File: src/rtl/flap_game_if.sv
// Signal bundle between the flappy-bird game sequencer and its surroundings.
// master: keyboard/bird/pipe side (drives inputs). slave: the sequencer.
// Optional feature macro: FLAP_HISCORE_EN adds hiscore_bcd.
interface flap_game_if;
   logic        space;
   logic [9:0]  bird_y;
   logic [9:0]  bird_s;
   logic        collide;
   logic        pipe_pass;
   logic        gameOn;
   logic        ded;
   logic        bird_rst;
   logic [11:0] score_bcd;
   logic [1:0]  game_state;
   logic        flash;
`ifdef FLAP_HISCORE_EN
   logic [11:0] hiscore_bcd;

   modport master (
      output space, bird_y, bird_s, collide, pipe_pass,
      input  gameOn, ded, bird_rst, score_bcd, game_state, flash, hiscore_bcd
   );
   modport slave (
      input  space, bird_y, bird_s, collide, pipe_pass,
      output gameOn, ded, bird_rst, score_bcd, game_state, flash, hiscore_bcd
   );
`else
   modport master (
      output space, bird_y, bird_s, collide, pipe_pass,
      input  gameOn, ded, bird_rst, score_bcd, game_state, flash
   );
   modport slave (
      input  space, bird_y, bird_s, collide, pipe_pass,
      output gameOn, ded, bird_rst, score_bcd, game_state, flash
   );
`endif
endinterface

File: src/rtl/flap_game_ctrl.sv
// Game-flow sequencer: IDLE -> START -> PLAY -> DYING -> OVER -> START ...
// Owns gameOn/ded, the one-frame bird restart pulse, the BCD score and the
// death-overlay flash. Everything advances once per frame_clk.
// All outputs are registered from the next state, so a change is visible
// on the same edge that enters the state.
// Optional feature macro: FLAP_HISCORE_EN (adds hiscore_bcd, updated on DYING->OVER).
module flap_game_ctrl #(
   parameter int FLOOR_Y      = 478,
   parameter int DYING_FRAMES = 60,
   parameter int FLASH_DIV    = 8
) (
   input  logic       frame_clk,
   input  logic       Reset,
   flap_game_if.slave bus
);

   localparam int DW = (DYING_FRAMES > 1) ? $clog2(DYING_FRAMES) : 1;
   localparam int FW = (FLASH_DIV > 1) ? $clog2(FLASH_DIV) : 1;

   typedef enum logic [2:0] {
      S_IDLE  = 3'd0,
      S_START = 3'd1,
      S_PLAY  = 3'd2,
      S_DYING = 3'd3,
      S_OVER  = 3'd4
   } state_t;

   state_t      state_reg, state_next;
   logic        space_q_reg;
   logic [DW-1:0] dcnt_reg, dcnt_next;
   logic [FW-1:0] fcnt_reg, fcnt_next;
   logic        flash_reg, flash_next;
   logic        game_on_reg, game_on_next;
   logic        ded_reg, ded_next;
   logic        bird_rst_reg, bird_rst_next;
   logic [1:0]  game_state_reg, game_state_next;
   logic [11:0] score_reg, score_next;

   logic        press;
   logic [10:0] floor_sum;
   logic        floor_hit;
   logic        death;
   logic [11:0] score_inc;
   logic [2:0]  carry;

   // Rising edge of the flap key; a key held across states never counts twice.
   assign press     = bus.space & ~space_q_reg;
   // 11-bit sum so a large bird_y+bird_s cannot wrap below the floor.
   assign floor_sum = {1'b0, bus.bird_y} + {1'b0, bus.bird_s};
   // bit9 set means the bird is above the top of the screen, never on the floor.
   assign floor_hit = ~bus.bird_y[9] & (floor_sum >= 11'(FLOOR_Y));
   assign death     = bus.collide | floor_hit;

   // BCD +1 with ripple carry through the three digits.
   assign carry[0] = 1'b1;
   for (genvar gi = 0; gi < 3; gi++) begin : g_bcd_inc
      logic [3:0] digit;
      logic       wrap;
      assign digit = score_reg[4*gi +: 4];
      assign wrap  = carry[gi] & (digit == 4'd9);
      assign score_inc[4*gi +: 4] = wrap ? 4'd0 : (digit + {3'b000, carry[gi]});
      if (gi < 2) begin : g_carry
         assign carry[gi+1] = wrap;
      end
   end

   // Next-state, counters and registered-output values.
   always_comb begin
      state_next      = state_reg;
      dcnt_next       = dcnt_reg;
      fcnt_next       = '0;
      flash_next      = 1'b0;
      score_next      = score_reg;
      game_on_next    = 1'b0;
      ded_next        = 1'b0;
      bird_rst_next   = 1'b0;
      game_state_next = 2'd0;

      case (state_reg)
         S_IDLE: begin
            if (press) state_next = S_START;
         end
         S_START: begin
            state_next = S_PLAY;
         end
         S_PLAY: begin
            if (death) begin
               state_next = S_DYING;
               dcnt_next  = '0;
            end else if (bus.pipe_pass && (score_reg != 12'h999)) begin
               score_next = score_inc;
            end
         end
         S_DYING: begin
            dcnt_next = dcnt_reg + DW'(1);
            if (dcnt_reg == DW'(DYING_FRAMES - 1)) state_next = S_OVER;
         end
         S_OVER: begin
            if (press) state_next = S_START;
         end
         default: begin
            state_next = S_IDLE;
         end
      endcase

      // Entering START wipes the score for the new round.
      if (state_next == S_START) score_next = '0;

      // Flash only runs while staying in DYING; anywhere else it is held low.
      if ((state_reg == S_DYING) && (state_next == S_DYING)) begin
         if (fcnt_reg == FW'(FLASH_DIV - 1)) begin
            flash_next = ~flash_reg;
            fcnt_next  = '0;
         end else begin
            flash_next = flash_reg;
            fcnt_next  = fcnt_reg + FW'(1);
         end
      end

      case (state_next)
         S_START: begin
            bird_rst_next   = 1'b1;
            game_state_next = 2'd1;
         end
         S_PLAY: begin
            game_on_next    = 1'b1;
            game_state_next = 2'd1;
         end
         S_DYING: begin
            game_on_next    = 1'b1;
            ded_next        = 1'b1;
            game_state_next = 2'd2;
         end
         S_OVER: begin
            ded_next        = 1'b1;
            game_state_next = 2'd3;
         end
         default: begin
            game_state_next = 2'd0;
         end
      endcase
   end

   // State, counters and output registers.
   always_ff @(posedge frame_clk or posedge Reset) begin
      if (Reset) begin
         state_reg      <= S_IDLE;
         space_q_reg    <= 1'b0;
         dcnt_reg       <= '0;
         fcnt_reg       <= '0;
         flash_reg      <= 1'b0;
         score_reg      <= '0;
         game_on_reg    <= 1'b0;
         ded_reg        <= 1'b0;
         bird_rst_reg   <= 1'b0;
         game_state_reg <= 2'd0;
      end else begin
         state_reg      <= state_next;
         space_q_reg    <= bus.space;
         dcnt_reg       <= dcnt_next;
         fcnt_reg       <= fcnt_next;
         flash_reg      <= flash_next;
         score_reg      <= score_next;
         game_on_reg    <= game_on_next;
         ded_reg        <= ded_next;
         bird_rst_reg   <= bird_rst_next;
         game_state_reg <= game_state_next;
      end
   end

   assign bus.gameOn     = game_on_reg;
   assign bus.ded        = ded_reg;
   assign bus.bird_rst   = bird_rst_reg;
   assign bus.score_bcd  = score_reg;
   assign bus.game_state = game_state_reg;
   assign bus.flash      = flash_reg;

`ifdef FLAP_HISCORE_EN
   logic [11:0] hiscore_reg;
   logic [2:0]  dig_gt;
   logic        hund_eq, tens_eq;
   logic        score_gt;

   for (genvar gi = 0; gi < 3; gi++) begin : g_hi_cmp
      assign dig_gt[gi] = score_reg[4*gi +: 4] > hiscore_reg[4*gi +: 4];
   end
   assign hund_eq  = score_reg[11:8] == hiscore_reg[11:8];
   assign tens_eq  = score_reg[7:4]  == hiscore_reg[7:4];
   // Digit-wise magnitude compare, most significant digit decides first.
   assign score_gt = dig_gt[2] | (hund_eq & dig_gt[1]) | (hund_eq & tens_eq & dig_gt[0]);

   // Latch a new best score when the death animation finishes.
   always_ff @(posedge frame_clk or posedge Reset) begin
      if (Reset) begin
         hiscore_reg <= '0;
      end else if ((state_reg == S_DYING) && (state_next == S_OVER) && score_gt) begin
         hiscore_reg <= score_reg;
      end
   end

   assign bus.hiscore_bcd = hiscore_reg;
`endif

endmodule

File: src/flat_wrapper.sv
// flat-port wrapper written by rule: the top's interface ports become plain ports
module flap_game_ctrl_flat 
#(
   parameter int FLOOR_Y      = 478,
   parameter int DYING_FRAMES = 60,
   parameter int FLASH_DIV    = 8
)
  (frame_clk, Reset, bus_space, bus_bird_y, bus_bird_s, bus_collide, bus_pipe_pass, bus_gameOn, bus_ded, bus_bird_rst, bus_score_bcd, bus_game_state, bus_flash);
  flap_game_if bus_i ();
  input  logic frame_clk;
  input  logic Reset;
  input wire logic [$bits(bus_i.space)-1:0] bus_space;
  input wire logic [$bits(bus_i.bird_y)-1:0] bus_bird_y;
  input wire logic [$bits(bus_i.bird_s)-1:0] bus_bird_s;
  input wire logic [$bits(bus_i.collide)-1:0] bus_collide;
  input wire logic [$bits(bus_i.pipe_pass)-1:0] bus_pipe_pass;
  output wire logic [$bits(bus_i.gameOn)-1:0] bus_gameOn;
  output wire logic [$bits(bus_i.ded)-1:0] bus_ded;
  output wire logic [$bits(bus_i.bird_rst)-1:0] bus_bird_rst;
  output wire logic [$bits(bus_i.score_bcd)-1:0] bus_score_bcd;
  output wire logic [$bits(bus_i.game_state)-1:0] bus_game_state;
  output wire logic [$bits(bus_i.flash)-1:0] bus_flash;
  assign bus_i.space = bus_space;
  assign bus_i.bird_y = bus_bird_y;
  assign bus_i.bird_s = bus_bird_s;
  assign bus_i.collide = bus_collide;
  assign bus_i.pipe_pass = bus_pipe_pass;
  assign bus_gameOn = bus_i.gameOn;
  assign bus_ded = bus_i.ded;
  assign bus_bird_rst = bus_i.bird_rst;
  assign bus_score_bcd = bus_i.score_bcd;
  assign bus_game_state = bus_i.game_state;
  assign bus_flash = bus_i.flash;
  flap_game_ctrl #(.FLOOR_Y(FLOOR_Y), .DYING_FRAMES(DYING_FRAMES), .FLASH_DIV(FLASH_DIV)) u_core (.frame_clk(frame_clk), .Reset(Reset), .bus(bus_i));
endmodule
File: config.mk
export PLATFORM = sky130hd
export DESIGN_NAME = flap_game_ctrl_flat
export DESIGN_NICKNAME = d
export VERILOG_FILES = /design/src/rtl/flap_game_if.sv /design/src/rtl/flap_game_ctrl.sv /design/src/flat_wrapper.sv
export SDC_FILE = /design/constraint.sdc
export NUM_CORES = 1
export LEC_CHECK = 0
export CELL_PAD_IN_SITES_DETAIL_PLACEMENT = 0
export CELL_PAD_IN_SITES_GLOBAL_PLACEMENT = 1
export CORE_MARGIN = 2
export CORE_UTILIZATION = 38
export CTS_BUF_LIST = sky130_fd_sc_hd__clkbuf_8 sky130_fd_sc_hd__clkbuf_16
export CTS_CLUSTER_DIAMETER = 40
export DETAILED_ROUTE_END_ITERATION = 16
export PLACE_DENSITY = 0.79
export SYNTH_ARGS = -nofsm -noshare
export SYNTH_HDL_FRONTEND = slang
export SYNTH_SLANG_ARGS = --single-unit
File: constraint.sdc
create_clock -name frame_clk -period 2.8 [get_ports frame_clk]
set_input_delay 0.28 -clock frame_clk [delete_from_list [all_inputs] [get_ports frame_clk]]
set_output_delay 0.28 -clock frame_clk [all_outputs]
set_load 0.01 [all_outputs]
==> qor.yml, run 1 <==
syn_area_sq_um: 1970
startpoint_type: "input pin"
dieArea_sq_um: 5780
dr_wl_met2_um: 2140
ir_worst_vdd_uv: 436
yosysTopAreaCell: "dfrtp_1"
insertion_delay_ps: 280
multi_input_area_sq_um: 1200
grt_pass1_wl_um: 7560
cts_buffer_depth: 2
grt_start_max_net_pins: 31
drv_cap: 0
rsz0062_at_grt: "no"
areaGrowthSynthToFinish_pct: 44.8
fmax_mhz: 372
worst-path-max-fanout: 4
tightest_slew_ps: 498
wl_per_cell_um: 13.0
worst-path-buf-inv: 1
skew_ps: 6.02
critPathTopFamily: "compound AO/OA/AOI/OAI gates"
largest_reg_flops: 12
synth_cells: 203
slew_viol_final: 0
core_sq_um: 5040
syn_nets: 248
fin_area_sq_um: 2850
totalWireLength_um: 4460
async_flop_share: 1.00
fp-row-count: 26
met1_length_um: 2090
slowest_delay_ps: 420
netlist.area_leader.share: 0.381
synth_edf_count: 0
detail_route.first_pass.iterations: 4
ff_latch_area_sq_um: 751
overflow: 0
vias_per_cell: 5.09
n_fill_cell: 455
fin_nets: 317
grt_pass1_vias: 1726
cts_tree: "done"
hold_violations: 0
synthTopCellsByCount: "dfrtp_1, ha_1, nor2_1"
grt.total_usage: 0.159
final_layout_size_suffix_gt1_frac: 0.183
yosysSeqAreaShare: 0.381
fin_crit_ps: 2690
yosysUniqueCellTypes: 49
outcome: "completed"
cts.sinks: 30
synth_ff_type: "dfrtp_1"
postCtsSetupBuffers: 0
yosys_warnings: 0
postLayoutCoreUtil: 0.566
critical_path_class: "input pin to flop"
io_buffer_count: 42
drtIter0Drc: 36
fin_setup_tns_ps: 0
critical_path.cell_chain: "clkdlybuf4s50_1 -> ha_2 -> a211o_4 -> a2111oi_4 -> o21a_1 -> o2111ai_2 -> or3b_4 -> and3_4 -> a211o_1"
cpMaxStageDelayCell: "or3b_4"
drc: 0
slew_headroom: 0.667
die_w_um: 76.0
synth_most_common_cell: "dfrtp_1"
ios: 43
cp.required_ps: 2970
hold_class: "input pin to asynchronous set/reset pin"
post_dp_cell_area_sq_um: 2650
cts-buffers-inserted: 5
setup_viol: 0
period_share: 0.960
leakage_nw: 1.32
highest_layer: "met4"
finalHoldWorstSlack_ps: 383
cts-htree-levels: 2
postRouteAntennaNets: 0
antenna_found_initial: 0
synth-seq-cells: 30
vias: 1746
cts_root_buf: "clkbuf_8"
initial_utilization: 0.391
clk_pin_slew_worst_paths_ps: 70
finalWeightedCongestion: 0.783
synth.avg_cell_area_sq_um: 9.71
critPathArrivalTime_ps: 2850
power.density_nw_per_um2: 630
synthTopCellsByArea: "dfrtp_1, ha_1, nor2_1, a21oi_1, o21ai_0"
critPathCaptureType: "flop"
wl_met3_um: 200
dpl.hpwl_um: 3320
antenna_cells: 0
die_y_um: 76.0
==> cells in the final DEF (no fill, tap or decap), types with 6 or more instances in the layout <==
| cell | instances |
|---|---|
| nor2b_1 | 6 |
| clkdlybuf4s50_1 | 38 |
| clkbuf_8 | 6 |
| dfrtp_1 | 30 |
| nand2_1 | 11 |
| ha_1 | 17 |
| nor2_1 | 18 |
| or3_1 | 8 |
| buf_4 | 23 |
| o21ai_0 | 10 |
| a21oi_1 | 8 |
| inv_1 | 12 |
==> per-stage QoR <==
stage | total power [mW] | worst slack, ps | cells
2_1_floorplan | 1.02 | 341 | 203
3_3_place_gp | 1.24 | -274 | 335
3_5_place_dp | 1.25 | -323 | 335
4_1_cts | 1.80 | 0.334 | 343
5_1_grt | 1.93 | 7.41 | 343
6_report | 1.80 | 111 | 343
==> area by class of cell <==
class,instances,area share
Timing Repair Buffer,66,0.218
Tap cell,70,0.0307
Sequential cell,30,0.263
Inverter,12,0.0158
Clock inverter,2,0.0211
Multi-Input combinational cell,157,0.422
Clock buffer,6,0.0289
==> what timing repair did <==
| action | 4_1_cts | 5_1_grt |
|---|---|---|
| pin swaps | 0 | 11 |
| endpoints found under the setup margin | 7 | 18 |
| gates resized for setup | 1 | 14 |
| cloned | 0 | 0 |
| hold buffers | 0 | 0 |
==> power breakdown <==
group	internal, mW	switching [mW]
registers	0.542	0.0949
clock network	0.379	0.162
logic	0.343	0.277
==> layer usage <==
layer,global-route usage,vias to the layer above
li1,-,881
met1,0.205,822
met2,0.259,39
met3,0.0415,4
met4,0.0564,0
met5,0,-
==> worst paths after layout <==
kind,startpoint,endpoint,slack [ps],cells past startpoint
setup reg to reg,u_core.bus.score_bcd[1],u_core.bus.score_bcd[7],470,11
min in group frame_clk,u_core.fcnt_reg[0],u_core.fcnt_reg[0],450,1
hold / removal,Reset,u_core.state_reg[0],380,3
setup / recovery,bus_bird_s[2],u_core.dcnt_reg[5],110,9
max in group asynchronous,Reset,u_core.bus.score_bcd[11],2140,3
hold reg to reg,u_core.fcnt_reg[0],u_core.fcnt_reg[0],450,1
==> cells by family after synthesis <==
logic type / count (synthesis) / synth area share
fa+ha+maj: 20 / 0.131
buf+inv: 16 / 0.0349
xor+xnor: 7 / 0.0311
mux: 5 / 0.0260
compound gates: 51 / 0.191
flops: 30 / 0.381
simple gates: 74 / 0.205
==> worst register-to-register path, cell delays in order (launching register included) <==
cell      delay (ps)
dfrtp_1          440
inv_1             70
ha_1             180
nand2_1          110
nor3_1            80
a41oi_1          260
o211ai_1         120
o21bai_1         170
buf_4            170
buf_12           130
or3_1            370
a21oi_2          150
Note: power is estimated with default switching activity, not from simulation.
==> inputs of run 2 (changes only) <==
==> constraint.sdc (replaced) <==
create_clock -name frame_clk -period 2.9 [get_ports frame_clk]
set_input_delay 0.29 -clock frame_clk [delete_from_list [all_inputs] [get_ports frame_clk]]
set_output_delay 0.29 -clock frame_clk [all_outputs]
set_load 0.01 [all_outputs]
==> qor.yml, run 2 (synthesized netlist as in run 1, its figures left out) <==
outcome: "completed"
ios: 43
insertion_delay_ps: 280
worst-path-buf-inv: 3
cts_tree: "done"
setup_viol: 0
die_w_um: 76.0
totalWireLength_um: 4230
cts.sinks: 30
post_dp_cell_area_sq_um: 2620
postRouteAntennaNets: 0
postCtsSetupBuffers: 0
drv_cap: 0
skew_ps: 5.28
grt_pass1_vias: 1645
dpl.hpwl_um: 3240
finalWeightedCongestion: 0.819
final_layout_size_suffix_gt1_frac: 0.152
cts_buffer_depth: 2
io_buffer_count: 42
slew_headroom: 0.662
fin_area_sq_um: 2750
critical_path.cell_chain: "clkdlybuf4s50_1 -> ha_1 -> a211o_4 -> a2111oi_4 -> nor3_1 -> o2111ai_1 -> o21bai_1 -> buf_4 -> buf_12 -> or3_1 -> a21oi_1"
cp.required_ps: 3100
antenna_found_initial: 0
critPathArrivalTime_ps: 2940
critPathCaptureType: "flop"
ir_worst_vdd_uv: 519
rsz0062_at_grt: "no"
core_sq_um: 5040
grt_start_max_net_pins: 31
antenna_cells: 0
critical_path_class: "input pin to flop"
cts-htree-levels: 2
tightest_slew_ps: 506
areaGrowthSynthToFinish_pct: 39.4
pre_cts_slack_ps: -200
ff_latch_area_sq_um: 751
dieArea_sq_um: 5780
worst_slack_ps: 165
power_mw: 1.54
detail_route.first_pass.iterations: 4
hold_violations: 0
n_fill_cell: 468
slew_viol_final: 0
slowest_delay_ps: 430
vias_per_cell: 5.01
grt.total_usage: 0.156
mostFrequentLayoutCell: "clkdlybuf4s50_1"
period_share: 0.943
multi_input_area_sq_um: 1180
vias: 1698
worst-path-max-fanout: 7
hold_class: "input pin to asynchronous set/reset pin"
critPathTopFamily: "compound AO/OA/AOI/OAI gates"
leakage_nw: 1.23
fmax_mhz: 366
wl_per_cell_um: 12.5
clk_pin_slew_worst_paths_ps: 60
die_y_um: 76.0
cts-buffers-inserted: 5
initial_utilization: 0.391
postCtsHoldBufs: 0
largest_reg_flops: 12
grt_pass1_wl_um: 7380
overflow: 0
power.density_nw_per_um2: 561
startpoint_type: "input pin"
fin_crit_ps: 2740
fp-row-count: 26
drtIter0Drc: 41
drc: 0
cts_root_buf: "clkbuf_8"
layout.cells.most_common_list: "clkdlybuf4s50_1, dfrtp_1, buf_4"
cpMaxStageDelayCell: "clkdlybuf4s50_1"
fin_nets: 313
## run 2: changes by cell type in the layout (fill, tap and decap cells not counted), sizes merged
cell / delta
clkinvlp: +1
dlymetal6s2s: -4
clkdlybuf4s50: +4
buf: -4
clkinv: +1
bufinv: -2
## run 2: worst min-delay path, stage by stage
cell and delay, ps:
clkdlybuf4s50_1 390, inv_1 50, buf_4 340
## run 2: final cells by class
class | count | share of cell area
well taps | 70 | 0.0319
flip-flops and latches | 30 | 0.273
inverters | 12 | 0.0164
clock inverters | 2 | 0.00456
multi-input cells | 157 | 0.431
repair buffers | 62 | 0.212
clock buffers | 6 | 0.0301
## run 2: metrics by stage
| step | setup TNS (ps) | utilization | hold slack [ps] | std cells |
|---|---|---|---|---|
| after floorplan | 0 | - | 321 | 203 |
| after global placement | -1960 | 0.519 | 435 | 331 |
| after detailed placement | -2180 | 0.519 | 446 | 331 |
| after CTS | 0 | 0.538 | 386 | 339 |
| after global routing | 0 | 0.545 | 431 | 339 |
| final | 0 | 0.545 | 374 | 339 |
## run 2: path summary, 6_finish.rpt
| path | start | to | slack, ps | cells after the start |
|---|---|---|---|---|
| max in group asynchronous | Reset | u_core.dcnt_reg[1] | 2250 | 3 |
| worst max-delay path | bus_bird_s[1] | u_core.bus.score_bcd[7] | 160 | 11 |
| worst max register to register | u_core.bus.score_bcd[0] | u_core.bus.score_bcd[7] | 620 | 10 |
| worst min-delay path | Reset | u_core.fcnt_reg[2] | 370 | 3 |
| worst min register to register | u_core.fcnt_reg[0] | u_core.fcnt_reg[0] | 450 | 1 |
| min in group frame_clk | u_core.fcnt_reg[0] | u_core.fcnt_reg[0] | 450 | 1 |
## run 2: layer usage
| metal | vias to the layer above | global-route usage | wire (um) |
|---|---|---|---|
| met5 | - | 0 | 0 |
| met4 | 0 | 0.0600 | 74 |
| met3 | 6 | 0.0462 | 271 |
| met2 | 46 | 0.243 | 1950 |
| met1 | 775 | 0.205 | 1930 |
| li1 | 871 | - | - |
## run 2: power by group
group / internal (mW) / total (mW) / switching (mW) / leakage, nW
Clock: 0.190 / 0.349 / 0.159 / 0.0472
Combinational: 0.319 / 0.581 / 0.262 / 0.805
Sequential: 0.524 / 0.612 / 0.0878 / 0.377
Total: 1.03 / 1.54 / 0.508 / 1.23
## run 2: timing repair
action	4_1_cts	5_1_grt
setup endpoints to repair	0	11
resized for setup	0	6
endpoints found under the hold margin	0	0
